## src/rtl/r5fp_idiv_sqrt_arbiter_pkg.sv

```systemverilog
// Shared types for the divide/sqrt engine arbiter.
// Channel 0 is the FP divide front-end, channel 1 the FP sqrt front-end.
package r5fp_arb_pkg;

   typedef enum logic [1:0] {
      IDLE,
      ISSUE,
      WAIT
   } state_e;

   localparam logic CH_DIV  = 1'b0;
   localparam logic CH_SQRT = 1'b1;

endpackage

```

## src/rtl/r5fp_idiv_sqrt_arbiter_if.sv

```systemverilog
// Signal bundle between the two FP front-ends, the shared engine
// and the arbiter; slave is the arbiter side, master the environment.
interface r5fp_idiv_sqrt_arbiter_if #(
   parameter int W = 26
);

   logic         div_strobe_i;
   logic [W-1:0] div_N_i;
   logic [W-1:0] div_D_i;
   logic [W-1:0] div_Quo_o;
   logic [W-1:0] div_Rem_o;
   logic         div_done_o;
   logic         div_ready_o;

   logic         sqrt_strobe_i;
   logic [W-1:0] sqrt_N_i;
   logic [W-1:0] sqrt_D_i;
   logic [W-1:0] sqrt_Quo_o;
   logic [W-1:0] sqrt_Rem_o;
   logic         sqrt_done_o;
   logic         sqrt_ready_o;

   logic [W-1:0] eng_N_o;
   logic [W-1:0] eng_D_o;
   logic         eng_strobe_o;
   logic         eng_is_div_o;
   logic [W-1:0] eng_Quo_i;
   logic [W-1:0] eng_Rem_i;
   logic         eng_done_i;
   logic         eng_ready_i;

   logic         busy_o;

   modport slave (
      input  div_strobe_i, div_N_i, div_D_i,
      output div_Quo_o, div_Rem_o, div_done_o, div_ready_o,
      input  sqrt_strobe_i, sqrt_N_i, sqrt_D_i,
      output sqrt_Quo_o, sqrt_Rem_o, sqrt_done_o, sqrt_ready_o,
      output eng_N_o, eng_D_o, eng_strobe_o, eng_is_div_o,
      input  eng_Quo_i, eng_Rem_i, eng_done_i, eng_ready_i,
      output busy_o
   );

   modport master (
      output div_strobe_i, div_N_i, div_D_i,
      input  div_Quo_o, div_Rem_o, div_done_o, div_ready_o,
      output sqrt_strobe_i, sqrt_N_i, sqrt_D_i,
      input  sqrt_Quo_o, sqrt_Rem_o, sqrt_done_o, sqrt_ready_o,
      input  eng_N_o, eng_D_o, eng_strobe_o, eng_is_div_o,
      output eng_Quo_i, eng_Rem_i, eng_done_i, eng_ready_i,
      input  busy_o
   );

endinterface

```

## src/rtl/r5fp_idiv_sqrt_arbiter.sv

```systemverilog
// Round-robin sharing of one iterative div/sqrt engine between the
// FP divide and FP sqrt front-ends; each sees a private engine.
module r5fp_idiv_sqrt_arbiter
   import r5fp_arb_pkg::*;
#(
   parameter int W = 26
) (
   input logic                    clk,
   input logic                    reset,
   r5fp_idiv_sqrt_arbiter_if.slave bus
);

   state_e state_q, state_d;

   logic grant_q, grant_d;
   logic last_q, last_d;

   logic [1:0] pend_q, pend_d;
   logic [1:0] done_q, done_d;

   logic [1:0][W-1:0] opn_q, opn_d;
   logic [1:0][W-1:0] opd_q, opd_d;
   logic [1:0][W-1:0] quo_q, quo_d;
   logic [1:0][W-1:0] rem_q, rem_d;

   logic [W-1:0] eng_n_q, eng_n_d;
   logic [W-1:0] eng_d_q, eng_d_d;
   logic         eng_div_q, eng_div_d;

   logic [1:0]        strb;
   logic [1:0][W-1:0] in_n;
   logic [1:0][W-1:0] in_d;
   logic              pick;

   assign strb = {bus.sqrt_strobe_i, bus.div_strobe_i};
   assign in_n = {bus.sqrt_N_i, bus.div_N_i};
   assign in_d = {bus.sqrt_D_i, bus.div_D_i};

   // On a tie the channel that did not win last time goes next.
   always_comb begin
      pick = CH_DIV;
      if (&pend_q) begin
         pick = ~last_q;
      end else if (pend_q[CH_SQRT]) begin
         pick = CH_SQRT;
      end
   end

   always_comb begin
      state_d   = state_q;
      grant_d   = grant_q;
      last_d    = last_q;
      pend_d    = pend_q;
      done_d    = '0;
      opn_d     = opn_q;
      opd_d     = opd_q;
      quo_d     = quo_q;
      rem_d     = rem_q;
      eng_n_d   = eng_n_q;
      eng_d_d   = eng_d_q;
      eng_div_d = eng_div_q;

      for (int c = 0; c < 2; c++) begin
         if (strb[c] && !pend_q[c]) begin
            pend_d[c] = 1'b1;
            opn_d[c]  = in_n[c];
            opd_d[c]  = in_d[c];
         end
      end

      unique case (state_q)
         IDLE: begin
            if ((|pend_q) && bus.eng_ready_i) begin
               grant_d   = pick;
               last_d    = pick;
               eng_n_d   = opn_q[pick];
               eng_d_d   = opd_q[pick];
               eng_div_d = (pick == CH_DIV);
               state_d   = ISSUE;
            end
         end
         ISSUE: begin
            state_d = WAIT;
         end
         WAIT: begin
            if (bus.eng_done_i) begin
               quo_d[grant_q]  = bus.eng_Quo_i;
               rem_d[grant_q]  = bus.eng_Rem_i;
               pend_d[grant_q] = 1'b0;
               done_d[grant_q] = 1'b1;
               state_d         = IDLE;
            end
         end
         default: begin
            state_d = IDLE;
         end
      endcase
   end

   always_ff @(posedge clk) begin
      if (reset) begin
         state_q   <= IDLE;
         grant_q   <= CH_DIV;
         last_q    <= CH_SQRT;
         pend_q    <= '0;
         done_q    <= '0;
         opn_q     <= '0;
         opd_q     <= '0;
         quo_q     <= '0;
         rem_q     <= '0;
         eng_n_q   <= '0;
         eng_d_q   <= '0;
         eng_div_q <= 1'b0;
      end else begin
         state_q   <= state_d;
         grant_q   <= grant_d;
         last_q    <= last_d;
         pend_q    <= pend_d;
         done_q    <= done_d;
         opn_q     <= opn_d;
         opd_q     <= opd_d;
         quo_q     <= quo_d;
         rem_q     <= rem_d;
         eng_n_q   <= eng_n_d;
         eng_d_q   <= eng_d_d;
         eng_div_q <= eng_div_d;
      end
   end

   assign bus.div_Quo_o    = quo_q[CH_DIV];
   assign bus.div_Rem_o    = rem_q[CH_DIV];
   assign bus.div_done_o   = done_q[CH_DIV];
   assign bus.div_ready_o  = !pend_q[CH_DIV];

   assign bus.sqrt_Quo_o   = quo_q[CH_SQRT];
   assign bus.sqrt_Rem_o   = rem_q[CH_SQRT];
   assign bus.sqrt_done_o  = done_q[CH_SQRT];
   assign bus.sqrt_ready_o = !pend_q[CH_SQRT];

   assign bus.eng_N_o      = eng_n_q;
   assign bus.eng_D_o      = eng_d_q;
   assign bus.eng_is_div_o = eng_div_q;
   assign bus.eng_strobe_o = (state_q == ISSUE);
   assign bus.busy_o       = (state_q != IDLE);

endmodule

```

## src/flat_wrapper.sv

```systemverilog
// flat-port wrapper written by rule: the top's interface ports become plain ports
module r5fp_idiv_sqrt_arbiter_flat import r5fp_arb_pkg::*;
#(
   parameter int W = 26
)
  (clk, reset, bus_div_strobe_i, bus_div_N_i, bus_div_D_i, bus_div_Quo_o, bus_div_Rem_o, bus_div_done_o, bus_div_ready_o, bus_sqrt_strobe_i, bus_sqrt_N_i, bus_sqrt_D_i, bus_sqrt_Quo_o, bus_sqrt_Rem_o, bus_sqrt_done_o, bus_sqrt_ready_o, bus_eng_N_o, bus_eng_D_o, bus_eng_strobe_o, bus_eng_is_div_o, bus_eng_Quo_i, bus_eng_Rem_i, bus_eng_done_i, bus_eng_ready_i, bus_busy_o);
  r5fp_idiv_sqrt_arbiter_if #(.W(W)) bus_i ();
  input logic clk;
  input logic reset;
  input wire logic [$bits(bus_i.div_strobe_i)-1:0] bus_div_strobe_i;
  input wire logic [$bits(bus_i.div_N_i)-1:0] bus_div_N_i;
  input wire logic [$bits(bus_i.div_D_i)-1:0] bus_div_D_i;
  output wire logic [$bits(bus_i.div_Quo_o)-1:0] bus_div_Quo_o;
  output wire logic [$bits(bus_i.div_Rem_o)-1:0] bus_div_Rem_o;
  output wire logic [$bits(bus_i.div_done_o)-1:0] bus_div_done_o;
  output wire logic [$bits(bus_i.div_ready_o)-1:0] bus_div_ready_o;
  input wire logic [$bits(bus_i.sqrt_strobe_i)-1:0] bus_sqrt_strobe_i;
  input wire logic [$bits(bus_i.sqrt_N_i)-1:0] bus_sqrt_N_i;
  input wire logic [$bits(bus_i.sqrt_D_i)-1:0] bus_sqrt_D_i;
  output wire logic [$bits(bus_i.sqrt_Quo_o)-1:0] bus_sqrt_Quo_o;
  output wire logic [$bits(bus_i.sqrt_Rem_o)-1:0] bus_sqrt_Rem_o;
  output wire logic [$bits(bus_i.sqrt_done_o)-1:0] bus_sqrt_done_o;
  output wire logic [$bits(bus_i.sqrt_ready_o)-1:0] bus_sqrt_ready_o;
  output wire logic [$bits(bus_i.eng_N_o)-1:0] bus_eng_N_o;
  output wire logic [$bits(bus_i.eng_D_o)-1:0] bus_eng_D_o;
  output wire logic [$bits(bus_i.eng_strobe_o)-1:0] bus_eng_strobe_o;
  output wire logic [$bits(bus_i.eng_is_div_o)-1:0] bus_eng_is_div_o;
  input wire logic [$bits(bus_i.eng_Quo_i)-1:0] bus_eng_Quo_i;
  input wire logic [$bits(bus_i.eng_Rem_i)-1:0] bus_eng_Rem_i;
  input wire logic [$bits(bus_i.eng_done_i)-1:0] bus_eng_done_i;
  input wire logic [$bits(bus_i.eng_ready_i)-1:0] bus_eng_ready_i;
  output wire logic [$bits(bus_i.busy_o)-1:0] bus_busy_o;
  assign bus_i.div_strobe_i = bus_div_strobe_i;
  assign bus_i.div_N_i = bus_div_N_i;
  assign bus_i.div_D_i = bus_div_D_i;
  assign bus_div_Quo_o = bus_i.div_Quo_o;
  assign bus_div_Rem_o = bus_i.div_Rem_o;
  assign bus_div_done_o = bus_i.div_done_o;
  assign bus_div_ready_o = bus_i.div_ready_o;
  assign bus_i.sqrt_strobe_i = bus_sqrt_strobe_i;
  assign bus_i.sqrt_N_i = bus_sqrt_N_i;
  assign bus_i.sqrt_D_i = bus_sqrt_D_i;
  assign bus_sqrt_Quo_o = bus_i.sqrt_Quo_o;
  assign bus_sqrt_Rem_o = bus_i.sqrt_Rem_o;
  assign bus_sqrt_done_o = bus_i.sqrt_done_o;
  assign bus_sqrt_ready_o = bus_i.sqrt_ready_o;
  assign bus_eng_N_o = bus_i.eng_N_o;
  assign bus_eng_D_o = bus_i.eng_D_o;
  assign bus_eng_strobe_o = bus_i.eng_strobe_o;
  assign bus_eng_is_div_o = bus_i.eng_is_div_o;
  assign bus_i.eng_Quo_i = bus_eng_Quo_i;
  assign bus_i.eng_Rem_i = bus_eng_Rem_i;
  assign bus_i.eng_done_i = bus_eng_done_i;
  assign bus_i.eng_ready_i = bus_eng_ready_i;
  assign bus_busy_o = bus_i.busy_o;
  r5fp_idiv_sqrt_arbiter #(.W(W)) u_core (.clk(clk), .reset(reset), .bus(bus_i));
endmodule
```

## config.mk

```make
export PLATFORM = sky130hd
export DESIGN_NAME = r5fp_idiv_sqrt_arbiter_flat
export DESIGN_NICKNAME = d
export VERILOG_FILES = /design/src/rtl/r5fp_idiv_sqrt_arbiter_pkg.sv /design/src/rtl/r5fp_idiv_sqrt_arbiter_if.sv /design/src/rtl/r5fp_idiv_sqrt_arbiter.sv /design/src/flat_wrapper.sv
export SDC_FILE = /design/constraint.sdc
export NUM_CORES = 1
export LEC_CHECK = 0
export CAP_MARGIN = 25
export CORE_ASPECT_RATIO = 1.2
export CORE_MARGIN = 2
export CORE_UTILIZATION = 34
export CTS_BUF_LIST = sky130_fd_sc_hd__clkbuf_8 sky130_fd_sc_hd__clkbuf_16
export CTS_CLUSTER_SIZE = 30
export DETAILED_ROUTE_END_ITERATION = 8
export PLACE_DENSITY_LB_ADDON = 0.05
export SETUP_SLACK_MARGIN = 0.02
export SKIP_LAST_GASP = 1
export SLEW_MARGIN = 25
export SYNTH_ARGS = -nofsm -noshare
export SYNTH_HDL_FRONTEND = slang
export SYNTH_SLANG_ARGS = --single-unit
```

## constraint.sdc

```tcl
create_clock -name clk -period 1.83 [get_ports clk]
set_input_delay 0.2745 -clock clk [delete_from_list [all_inputs] [get_ports clk]]
set_output_delay 0.2745 -clock clk [all_outputs]
set_load 0.02 [all_outputs]
```

==> impl_metrics.env, run 1 <==
export IMPL_status="complete, no violations"
export IMPL_synthArstFlopShare_pct=0
export IMPL_drcViolationCount=0
export IMPL_postSynthNetCount=1196
export IMPL_dpl_hpwl_mm=20.4
export IMPL_cap_violations=0
export IMPL_final_antenna_net_count=0
export IMPL_synth_top_area_share_pct=57.2
export IMPL_gp_congestion=0.762
export IMPL_worst_path_max_fanout=2
export IMPL_avgRoutedWirePerCell_um=18.4
export IMPL_viasPerCell=5.12
export IMPL_final_nets=1482
export IMPL_synth_edf_count=0
export IMPL_max_freq_mhz=562
export IMPL_cts_max_path_buffers=3
export IMPL_synthTopCellsByArea="dfxtp_1 57%, a22o_1 9.7%, a21oi_1 8.5%"
export IMPL_rrSetupSlack_ns=0.17
export IMPL_grt_overflow=0
export IMPL_die_area_um2=29000
export IMPL_period_minus_slack_ns=1.78
export IMPL_grt_pass1_wl_mm=48.3
export IMPL_syn_to_final_growth_pct=50.8
export IMPL_vias=8609
export IMPL_worstSetupPathType="reg2out"
export IMPL_ys_seq_elements=269
export IMPL_synth_ff_type="dfxtp_1"
export IMPL_totalPowerFinal_mw=13.7
export IMPL_synthMostInstantiatedCell="dfxtp_1"
export IMPL_place_ws_ns=-0.175
export IMPL_port_buffers=324
export IMPL_dr_wl_met3_mm=2.27
export IMPL_grt_total_usage_pct=20.6
export IMPL_ys_warn_count=0
export IMPL_slew_headroom_pct=43.3
export IMPL_insertion_delay_ns=0.54
export IMPL_required_ns=1.56
export IMPL_syn_avg_cell_area_um2=9.11
export IMPL_setup_viol=0
export IMPL_first_global_vias=8283
export IMPL_pin_count=325
export IMPL_dr_pass1_iters=4
export IMPL_crit_slowest_cell="clkdlybuf4s50_1"
export IMPL_cp_cell_sequence="clkdlybuf4s50_1"
export IMPL_wl_met2_mm=14.3
export IMPL_drive_gt1_share_pct=7.16
export IMPL_grt_max_degree=161
export IMPL_worstHoldPathCells=3
export IMPL_critPathMaxStageDelay_ns=0.65
export IMPL_die_width_um=156
export IMPL_synthCells=1034
export IMPL_critPathTopFamily="buffers and inverters"
export IMPL_peakVddDrop_v=0.000526
export IMPL_layout_setup_ws_ns=0.0500
export IMPL_numCtsBuffers=29
export IMPL_reg2reg_from="u_core.state_q[1]$_SDFFE_PP0P_"
export IMPL_top_layer="met5"
export IMPL_wl_met1_mm=13.7
export IMPL_hold_viol_final=0
export IMPL_r2r_end="u_core.bus.eng_D_o[20]$_SDFFE_PP0P_"
export IMPL_holdPathEnd="u_core.opd_q[8]$_SDFFE_PP0P_"
export IMPL_hold_start="bus_div_D_i[8]"
export IMPL_start_util_pct=34.7
export IMPL_arrival_ns=1.51
export IMPL_rsz0062_at_grt="no"
export IMPL_end_kind="output port"
export IMPL_tightest_slew_ns=0.851
export IMPL_antenna_found_initial=2
export IMPL_drtIter0Drc=497
export IMPL_critPathBufInv=1
export IMPL_r2r_cells=4
export IMPL_core_area_um2=27200
export IMPL_maxSlewViolCount=0
export IMPL_post_route_period_util_pct=97.3
export IMPL_finClkSkew_ns=0.0159
export IMPL_cts_sinks=269
export IMPL_synth_distinct_cells=29
export IMPL_wirelength_mm=30.9
export IMPL_holdWs_ns=0.275
export IMPL_rows=66
export IMPL_power_density_nw_per_um2=966
export IMPL_htree_levels=1
export IMPL_fin_util_pct=52.3
export IMPL_syn_area_um2=9420
export IMPL_timing_hold_worst_class="in2reg"
export IMPL_synthTopCellsByCount="269 x dfxtp_1, 209 x nand2_1, 160 x a21oi_1"
export IMPL_cp_start_kind="register"
export IMPL_cts_tree="built"
export IMPL_root_buffer="clkbuf_16"
export IMPL_power_leakage_nw=6.17
export IMPL_clk_pin_slew_ns=0.06
export IMPL_yosys_area_top_type="dfxtp_1"
export IMPL_die_y_um=186
export IMPL_ys_seq_area_share_pct=57.2
[repair_timing]
item | 4_1_cts | 5_1_grt
endpoints found under the setup margin | 33 | 53
endpoints found under the hold margin | 1 | 0
buffers inserted | 0 | 0
cloned | 0 | 0
hold buffers | 1 | 0
resized for setup | 37 | 54
[metal layers]
metal  global-route usage, %  vias up
met5                       0        -
met4                    5.12        2
met3                    4.83       42
met2                    33.5      271
met1                    27.5     4010
li1                        -     4284
[area by class of cell]
| type | count | area (µm²) |
|---|---|---|
| fillers | 2614 | 13000 |
| flip-flops and latches | 269 | 5390 |
| repair buffers | 361 | 3770 |
| multi-input cells | 655 | 3670 |
| clock buffers | 37 | 836 |
| well taps | 340 | 425 |
| clock inverters | 15 | 91.3 |
| inverters | 4 | 15.0 |
| diodes | 2 | 5.00 |
[stage by stage]
step / instance area (µm²) / TNS (ns) / cells
after floorplan: 9420 / 0 / 1034
after global placement: 13200 / -3.30 / 1628
after detailed placement: 13200 / -4.88 / 1628
after CTS: 14100 / -0.0260 / 1681
after global routing: 14200 / 0 / 1681
final: 14200 / 0 / 1683
[power by group]
| group | leakage [nW] | switching, mW | total, mW | internal [mW] |
|---|---|---|---|---|
| clock | 0.497 | 2.32 | 5.63 | 3.32 |
| combinational | 3.48 | 0.961 | 1.79 | 0.834 |
| sequential | 2.19 | 0.167 | 6.30 | 6.13 |
[layout by cell type (no fill, tap or decap), drive strengths merged, types with 31 or more instances in the layout]
master	synthesis	final
a21oi	160	160
a22o	104	104
buf	19	38
clkbuf	87	38
clkdlybuf4s50	0	239
dfxtp	269	269
dlygate4sd2	0	31
dlymetal6s2s	0	51
nand2	209	209
nor3	51	51
nor4	102	102
[flip-flops by register name, summed over array words and instances (netlist names), 2 cells and up]
register and flops:
u_core.pend_q 2, u_core.done_q 2, u_core.bus.div_Rem_o 26, u_core.bus.div_Quo_o 26, u_core.bus.sqrt_Rem_o 26, u_core.bus.eng_D_o 26
u_core.opd_q 52, u_core.state_q 2, u_core.bus.sqrt_Quo_o 26, u_core.opn_q 52, u_core.bus.eng_N_o 26
[worst max-delay path by stage]
stage                                          startpoint                                   to  slack, ns  cells after the start
floorplan                  u_core.state_q[1]$_SDFFE_PP0P_   u_core.bus.eng_D_o[0]$_SDFFE_PP0P_       0.24                      7
global placement                          bus_eng_ready_i          u_core.grant_q$_SDFFE_PP0P_      -0.12                      5
detailed placement                        bus_eng_ready_i  u_core.bus.eng_D_o[20]$_SDFFE_PP0P_      -0.17                      5
CTS                        u_core.state_q[0]$_SDFFE_PP0P_                     bus_eng_strobe_o      -0.03                      2
global route        u_core.bus.div_Quo_o[16]$_SDFFE_PP0P_                    bus_div_Quo_o[16]       0.01                      1
finish              u_core.bus.sqrt_Rem_o[8]$_SDFFE_PP0P_                    bus_sqrt_Rem_o[8]       0.05                      1
[cells by family after synthesis]
family                 Yosys count  synth area share [%]
buffers and inverters          110                  4.74
AND/OR/NAND/NOR                381                  19.1
AO/OA/AOI/OAI                  274                  19.0
flip-flops                     269                  57.2
Note: power is estimated with default switching activity, not from simulation.
==> run 2: changes to the inputs <==
--- a/config.mk
+++ b/config.mk
@@ -12,7 +12,7 @@
 export CTS_BUF_LIST = sky130_fd_sc_hd__clkbuf_8 sky130_fd_sc_hd__clkbuf_16
 export CTS_CLUSTER_SIZE = 30
 export DETAILED_ROUTE_END_ITERATION = 8
-export PLACE_DENSITY_LB_ADDON = 0.05
+export PLACE_DENSITY = 0.64
 export SETUP_SLACK_MARGIN = 0.02
 export SKIP_LAST_GASP = 1
 export SLEW_MARGIN = 25
==> run 2 against run 1 <==
  * Total power shrank 1.1%
  * Combinational power grew 2%
  * Largest cell class unchanged
  * Final area is essentially flat
  * Via count grew 2.4%
  * Wire length shrank 0.89%
  * First-iteration DRC count shrank 1.4%
  * Clock skew shrank 0.0058 ns
  * Worst hold slack gained 0.0079 ns
  * Critical path type unchanged
  * Maximum frequency grew 0.23%
  * Setup slack gained 0.0041 ns
  * Highest routed layer is now met4
  * Critical path depth is the same
  * Utilization is essentially flat
==> impl_metrics.env, run 2 (synthesis gave the netlist of run 1 again) <==
export IMPL_grt_pass1_wl_mm=47.4
export IMPL_insertion_delay_ns=0.54
export IMPL_wirelength_mm=30.6
export IMPL_cap_violations=0
export IMPL_status="complete, no violations"
export IMPL_cts_sinks=269
export IMPL_syn_to_final_growth_pct=50.9
export IMPL_tightest_slew_ns=0.814
export IMPL_critPathBufInv=1
export IMPL_cp_start_kind="register"
export IMPL_pwr_share_clk_pct=40.1
export IMPL_grt_util_met2_pct=33.6
export IMPL_rrSetupSlack_ns=0.17
export IMPL_post_route_period_util_pct=97.0
export IMPL_grt_overflow=0
export IMPL_port_buffers=324
export IMPL_grt_max_degree=161
export IMPL_p_seq_share_pct=46.4
export IMPL_holdWs_ns=0.283
export IMPL_r2r_cells=4
export IMPL_worst_path_max_fanout=2
export IMPL_htree_levels=1
export IMPL_start_util_pct=34.7
export IMPL_timing_hold_worst_class="in2reg"
export IMPL_final_cell_mix="266 x dfxtp_1, 237 x clkdlybuf4s50_1, 209 x nand2_1, 160 x a21oi_1, 104 x a22o_1"
export IMPL_max_freq_mhz=563
export IMPL_core_area_um2=27200
export IMPL_die_width_um=156
export IMPL_die_y_um=186
export IMPL_root_buffer="clkbuf_16"
export IMPL_fin_util_pct=52.3
export IMPL_postCtsSetupRepairBufs=0
export IMPL_p_sw_share_pct=25.1
export IMPL_grt_total_usage_pct=20.1
export IMPL_first_global_vias=8570
export IMPL_reg2reg_from="u_core.state_q[1]$_SDFFE_PP0P_"
export IMPL_place_ws_ns=-0.194
export IMPL_fill_cells=2461
export IMPL_vias=8813
export IMPL_dpl_hpwl_mm=20.8
export IMPL_power_density_nw_per_um2=956
export IMPL_antenna_found_initial=4
export IMPL_die_area_um2=29000
export IMPL_worstHoldPathCells=3
export IMPL_pwr_share_comb_pct=13.5
export IMPL_slew_headroom_pct=45.7
export IMPL_critPathMaxStageDelay_ns=0.61
export IMPL_power_net_switching_mw=3.41
export IMPL_critPathTopFamily="buffers and inverters"
export IMPL_cts_max_path_buffers=3
export IMPL_r2r_end="u_core.bus.eng_N_o[13]$_SDFFE_PP0P_"
export IMPL_rows=66
export IMPL_crit_slowest_cell="clkdlybuf4s50_1"
export IMPL_peakVddDrop_v=0.000480
export IMPL_avgRoutedWirePerCell_um=18.2
export IMPL_hold_start="bus_div_D_i[24]"
export IMPL_worstSetupPathType="reg2out"
export IMPL_drcViolationCount=0
export IMPL_final_antenna_net_count=0
export IMPL_layout_setup_ws_ns=0.0541
export IMPL_required_ns=1.56
export IMPL_period_minus_slack_ns=1.78
export IMPL_use_met1_pct=25.5
export IMPL_gp_congestion=0.798
export IMPL_multi_input_area_um2=3670
export IMPL_largestRegisters="u_core.opd_q (52), u_core.opn_q (52)"
export IMPL_drive_gt1_share_pct=7.69
export IMPL_viasPerCell=5.23
export IMPL_holdPathEnd="u_core.opd_q[24]$_SDFFE_PP0P_"
export IMPL_dr_pass1_iters=5
export IMPL_power_leakage_nw=6.11
export IMPL_arrival_ns=1.50
export IMPL_grt_busiest_layer="met2"
export IMPL_pin_count=325
export IMPL_final_nets=1485
export IMPL_maxSlewViolCount=0
export IMPL_drtIter0Drc=490
export IMPL_rsz0062_at_grt="yes"
export IMPL_ff_latch_area_um2=5390
export IMPL_cp_cell_sequence="clkdlybuf4s50_1"
export IMPL_final_common_cell="dfxtp_1"
export IMPL_finClkSkew_ns=0.0101
export IMPL_end_kind="output port"
export IMPL_clk_pin_slew_ns=0.06
export IMPL_numCtsBuffers=28
export IMPL_setup_viol=0
export IMPL_met3_usage_pct=5.27
export IMPL_hold_viol_final=0
export IMPL_cts_tree="built"
export IMPL_p_int_mw=10.2
export IMPL_totalPowerFinal_mw=13.6
==> run 2: per-stage QoR <==
stage | TNS [ns] | instance area (µm²) | cells
after floorplan | 0 | 9420 | 1034
after global placement | -5.13 | 13200 | 1632
after detailed placement | -6.53 | 13200 | 1632
after CTS | -0.0477 | 14100 | 1680
after global routing | 0 | 14200 | 1682
final | 0 | 14200 | 1684
==> run 2: worst max-delay path by stage <==
stage / start / endpoint / slack [ns] / cells past startpoint
2_1_floorplan: u_core.state_q[1]$_SDFFE_PP0P_ / u_core.bus.eng_D_o[0]$_SDFFE_PP0P_ / 0.24 / 7
3_3_place_gp: bus_eng_ready_i / u_core.bus.eng_N_o[14]$_SDFFE_PP0P_ / -0.13 / 5
3_5_place_dp: bus_eng_ready_i / u_core.bus.eng_D_o[13]$_SDFFE_PP0P_ / -0.19 / 5
4_1_cts: u_core.state_q[0]$_SDFFE_PP0P_ / bus_eng_strobe_o / -0.05 / 2
5_1_grt: u_core.state_q[0]$_SDFFE_PP0P_ / bus_eng_strobe_o / 0.004 / 2
6_report: u_core.bus.eng_D_o[15]$_SDFFE_PP0P_ / bus_eng_D_o[15] / 0.05 / 1
==> run 2: metal layers <==
layer  wire (µm)  vias to the layer above
met5           0                        -
met3        2750                       48
met4         714                        0
met1       12700                     4125
met2       14500                      355
li1            -                     4285
==> run 2: repair_timing <==
item / in CTS / in global routing
resized for setup: 46 / 47
hold endpoints to repair: 1 / 0
hold buffers: 1 / 0
endpoints found under the setup margin: 40 / 49
==> run 2: cell type report <==
| cell class | count | area share [%] |
|---|---|---|
| clock buffers | 34 | 5.59 |
| well taps | 340 | 2.99 |
| repair buffers | 365 | 26.9 |
| inverters | 4 | 0.106 |
| multi-input cells | 655 | 25.8 |
| diodes | 4 | 0.0704 |
| flip-flops and latches | 269 | 37.9 |
| clock inverters | 13 | 0.625 |
==> run 2: power groups by stage <==
stage / clock [mW] / combinational (mW) / sequential [mW]
finish: 5.45 / 1.83 / 6.30
global route: 5.82 / 1.98 / 6.33
CTS: 5.59 / 1.86 / 6.30
detailed placement: 0 / 1.89 / 6.43
global placement: 0 / 1.87 / 6.43
floorplan: 0 / 0.745 / 6.53
==> run 3: changes to the inputs <==
--- a/config.mk
+++ b/config.mk
@@ -12,6 +12,7 @@
 export CTS_BUF_LIST = sky130_fd_sc_hd__clkbuf_8 sky130_fd_sc_hd__clkbuf_16
 export CTS_CLUSTER_SIZE = 30
 export DETAILED_ROUTE_END_ITERATION = 8
+export GPL_TIMING_DRIVEN = 0
 export PLACE_DENSITY = 0.64
 export SETUP_SLACK_MARGIN = 0.02
 export SKIP_LAST_GASP = 1
==> run 3 against run 2 <==
  * Critical endpoint is now u_core.bus.eng_D_o[3]$_SDFFE_PP0P_
  * Clock power down 2%
  * Global-route usage up 1.7 points
  * Sequential share of layout area down 0.65 points
  * Setup slack worse by 0.051 ns
  * Register-to-register slack worse by 0.17 ns
  * Wire length up 8.9%
  * Via count up 3.9%
  * Cell count up 3.6%
  * Flip-flop and latch count unchanged
==> impl_metrics.env, run 3 (synthesis gave the netlist of run 1 again) <==
export IMPL_status="complete, no violations"
export IMPL_dp_cells=1698
export IMPL_power_leakage_nw=6.25
export IMPL_stdcell_area_um2=14500
export IMPL_arrival_ns=2.22
export IMPL_die_area_um2=29000
export IMPL_die_y_um=186
export IMPL_vias=9159
export IMPL_first_global_vias=8859
export IMPL_cts_tree="built"
export IMPL_cp_num_cells=7
export IMPL_slew_headroom_pct=26.1
export IMPL_port_buffers=324
export IMPL_cp_start_kind="register"
export IMPL_worst_path_max_fanout=10
export IMPL_multi_input_area_um2=3950
export IMPL_largestRegisters="u_core.opd_q (52), u_core.opn_q (52)"
export IMPL_critPathBufInv=4
export IMPL_pin_count=325
export IMPL_cts_sinks=269
export IMPL_maxSlewViolCount=0
export IMPL_wirelength_mm=33.4
export IMPL_grt_total_usage_pct=21.7
export IMPL_max_freq_mhz=547
export IMPL_viasPerCell=5.25
export IMPL_syn_to_final_growth_pct=53.5
export IMPL_dpl_hpwl_mm=24.5
export IMPL_htree_levels=1
export IMPL_insertion_delay_ns=0.54
export IMPL_rsz0062_at_grt="yes"
export IMPL_final_cell_mix="267 x dfxtp_1, 236 x clkdlybuf4s50_1, 209 x nand2_1, 160 x a21oi_1, 104 x a22o_1"
export IMPL_dr_pass1_iters=8
export IMPL_power_density_nw_per_um2=938
export IMPL_peakVddDrop_v=0.000478
export IMPL_drcViolationCount=0
export IMPL_rows=66
export IMPL_final_antenna_net_count=0
export IMPL_cts_hold_buf=0
export IMPL_avgRoutedWirePerCell_um=19.1
export IMPL_critPathMaxStageDelay_ns=0.40
export IMPL_core_area_um2=27200
export IMPL_r2r_cells=7
export IMPL_holdWs_ns=0.280
export IMPL_hold_viol_final=0
export IMPL_worstHoldPathCells=3
export IMPL_die_width_um=156
export IMPL_end_kind="register"
export IMPL_drtIter0Drc=381
export IMPL_diodes=0
export IMPL_fin_util_pct=53.2
export IMPL_timing_hold_worst_class="in2reg"
export IMPL_dpl_cell_area_um2=13100
export IMPL_root_buffer="clkbuf_16"
export IMPL_worstSetupPathType="reg2reg"
export IMPL_grt_max_degree=14
export IMPL_antenna_found_initial=1
export IMPL_tightest_slew_ns=1.11
export IMPL_setup_viol=0
export IMPL_start_util_pct=34.7
export IMPL_post_route_period_util_pct=99.8
export IMPL_required_ns=2.22
export IMPL_cap_violations=0
export IMPL_fill_cells=2510
export IMPL_final_nets=1546
export IMPL_critPathTopFamily="simple AND/OR/NAND/NOR gates"
export IMPL_gp_congestion=0.841
export IMPL_fin_cells=1744
export IMPL_path_common_cell="buf_6"
export IMPL_numCtsBuffers=27
export IMPL_grt_overflow=0
export IMPL_cts_max_path_buffers=3
export IMPL_cp_cell_sequence="buf_6 > or3b_1 > buf_6 > buf_6 > buf_6 > nor4_1 > nor4_1"
export IMPL_grt_pass1_wl_mm=50.3
export IMPL_finClkSkew_ns=0.0170
export IMPL_crit_slowest_cell="or3b_1"
export IMPL_clk_pin_slew_ns=0.07
export IMPL_ff_latch_area_um2=5390
export IMPL_period_minus_slack_ns=1.83
export IMPL_final_common_cell="dfxtp_1"
export IMPL_drive_gt1_share_pct=10.5
-- run 3: cell types whose count changed in the layout (fill, tap and decap cells not counted), moves of 16 or more --
cell      change
clkbuf_1     +45
buf_12       -16
nor4_1       -34
nor4_2       +20
clkbuf_2     +40
buf_4        -23
-- run 3: final timing paths --
check | startpoint | end | slack, ns
max reg2reg | u_core.state_q[1]$_SDFFE_PP0P_ | u_core.bus.eng_D_o[3]$_SDFFE_PP0P_ | 0.003
max | u_core.state_q[1]$_SDFFE_PP0P_ | u_core.bus.eng_D_o[3]$_SDFFE_PP0P_ | 0.003
min reg2reg | u_core.opd_q[21]$_SDFFE_PP0P_ | u_core.opd_q[21]$_SDFFE_PP0P_ | 0.46
min | bus_sqrt_N_i[8] | u_core.opn_q[34]$_SDFFE_PP0P_ | 0.28
-- run 3: worst register-to-register path, delay by kind of cell, from the launching register on --
kind,cells,cell delay [ns]
DFF,1,0.31
and+or+nand+nor,3,0.77
buffers and inverters,4,0.61
-- run 3: power breakdown --
part	internal (mW)	total (mW)	switching, mW
Clock	3.00	5.33	2.33
Sequential	6.13	6.32	0.189
Combinational	0.855	1.91	1.06
-- run 3: repair_timing --
item                                    4_1_cts  5_1_grt
gates resized for setup                     100      127
buffers inserted                              0        0
hold endpoints to repair                      0        0
endpoints found under the setup margin      286      206
-- run 3: through the flow --
step                setup TNS, ns  worst slack [ns]  total power [mW]
floorplan                       0             0.238              7.28
detailed placement        -184.40             -1.03              8.26
finish                          0           0.00321              13.6
CTS                        -0.130            -0.111              13.6
global route               -0.428           -0.0822              14.1
global placement          -183.44             -1.07              8.25
-- run 3: per-layer routing --
| metal | vias to the layer above | GRT usage, % | routed length, µm |
|---|---|---|---|
| li1 | 4400 | - | - |
| met1 | 4318 | 26.8 | 13700 |
| met3 | 70 | 4.81 | 2520 |
| met4 | 0 | 6.49 | 1000 |
| met2 | 371 | 37.7 | 16200 |
| met5 | - | 0 | 0 |
-- run 3: area by class of cell --
cell class,count,area share (%)
sequential,269,37.3
multi-input combinational,655,27.3
timing repair buffer,324,22.9
clock buffer,35,5.44
buffer,103,3.53
tap,340,2.94
clock inverter,14,0.459
inverter,4,0.121
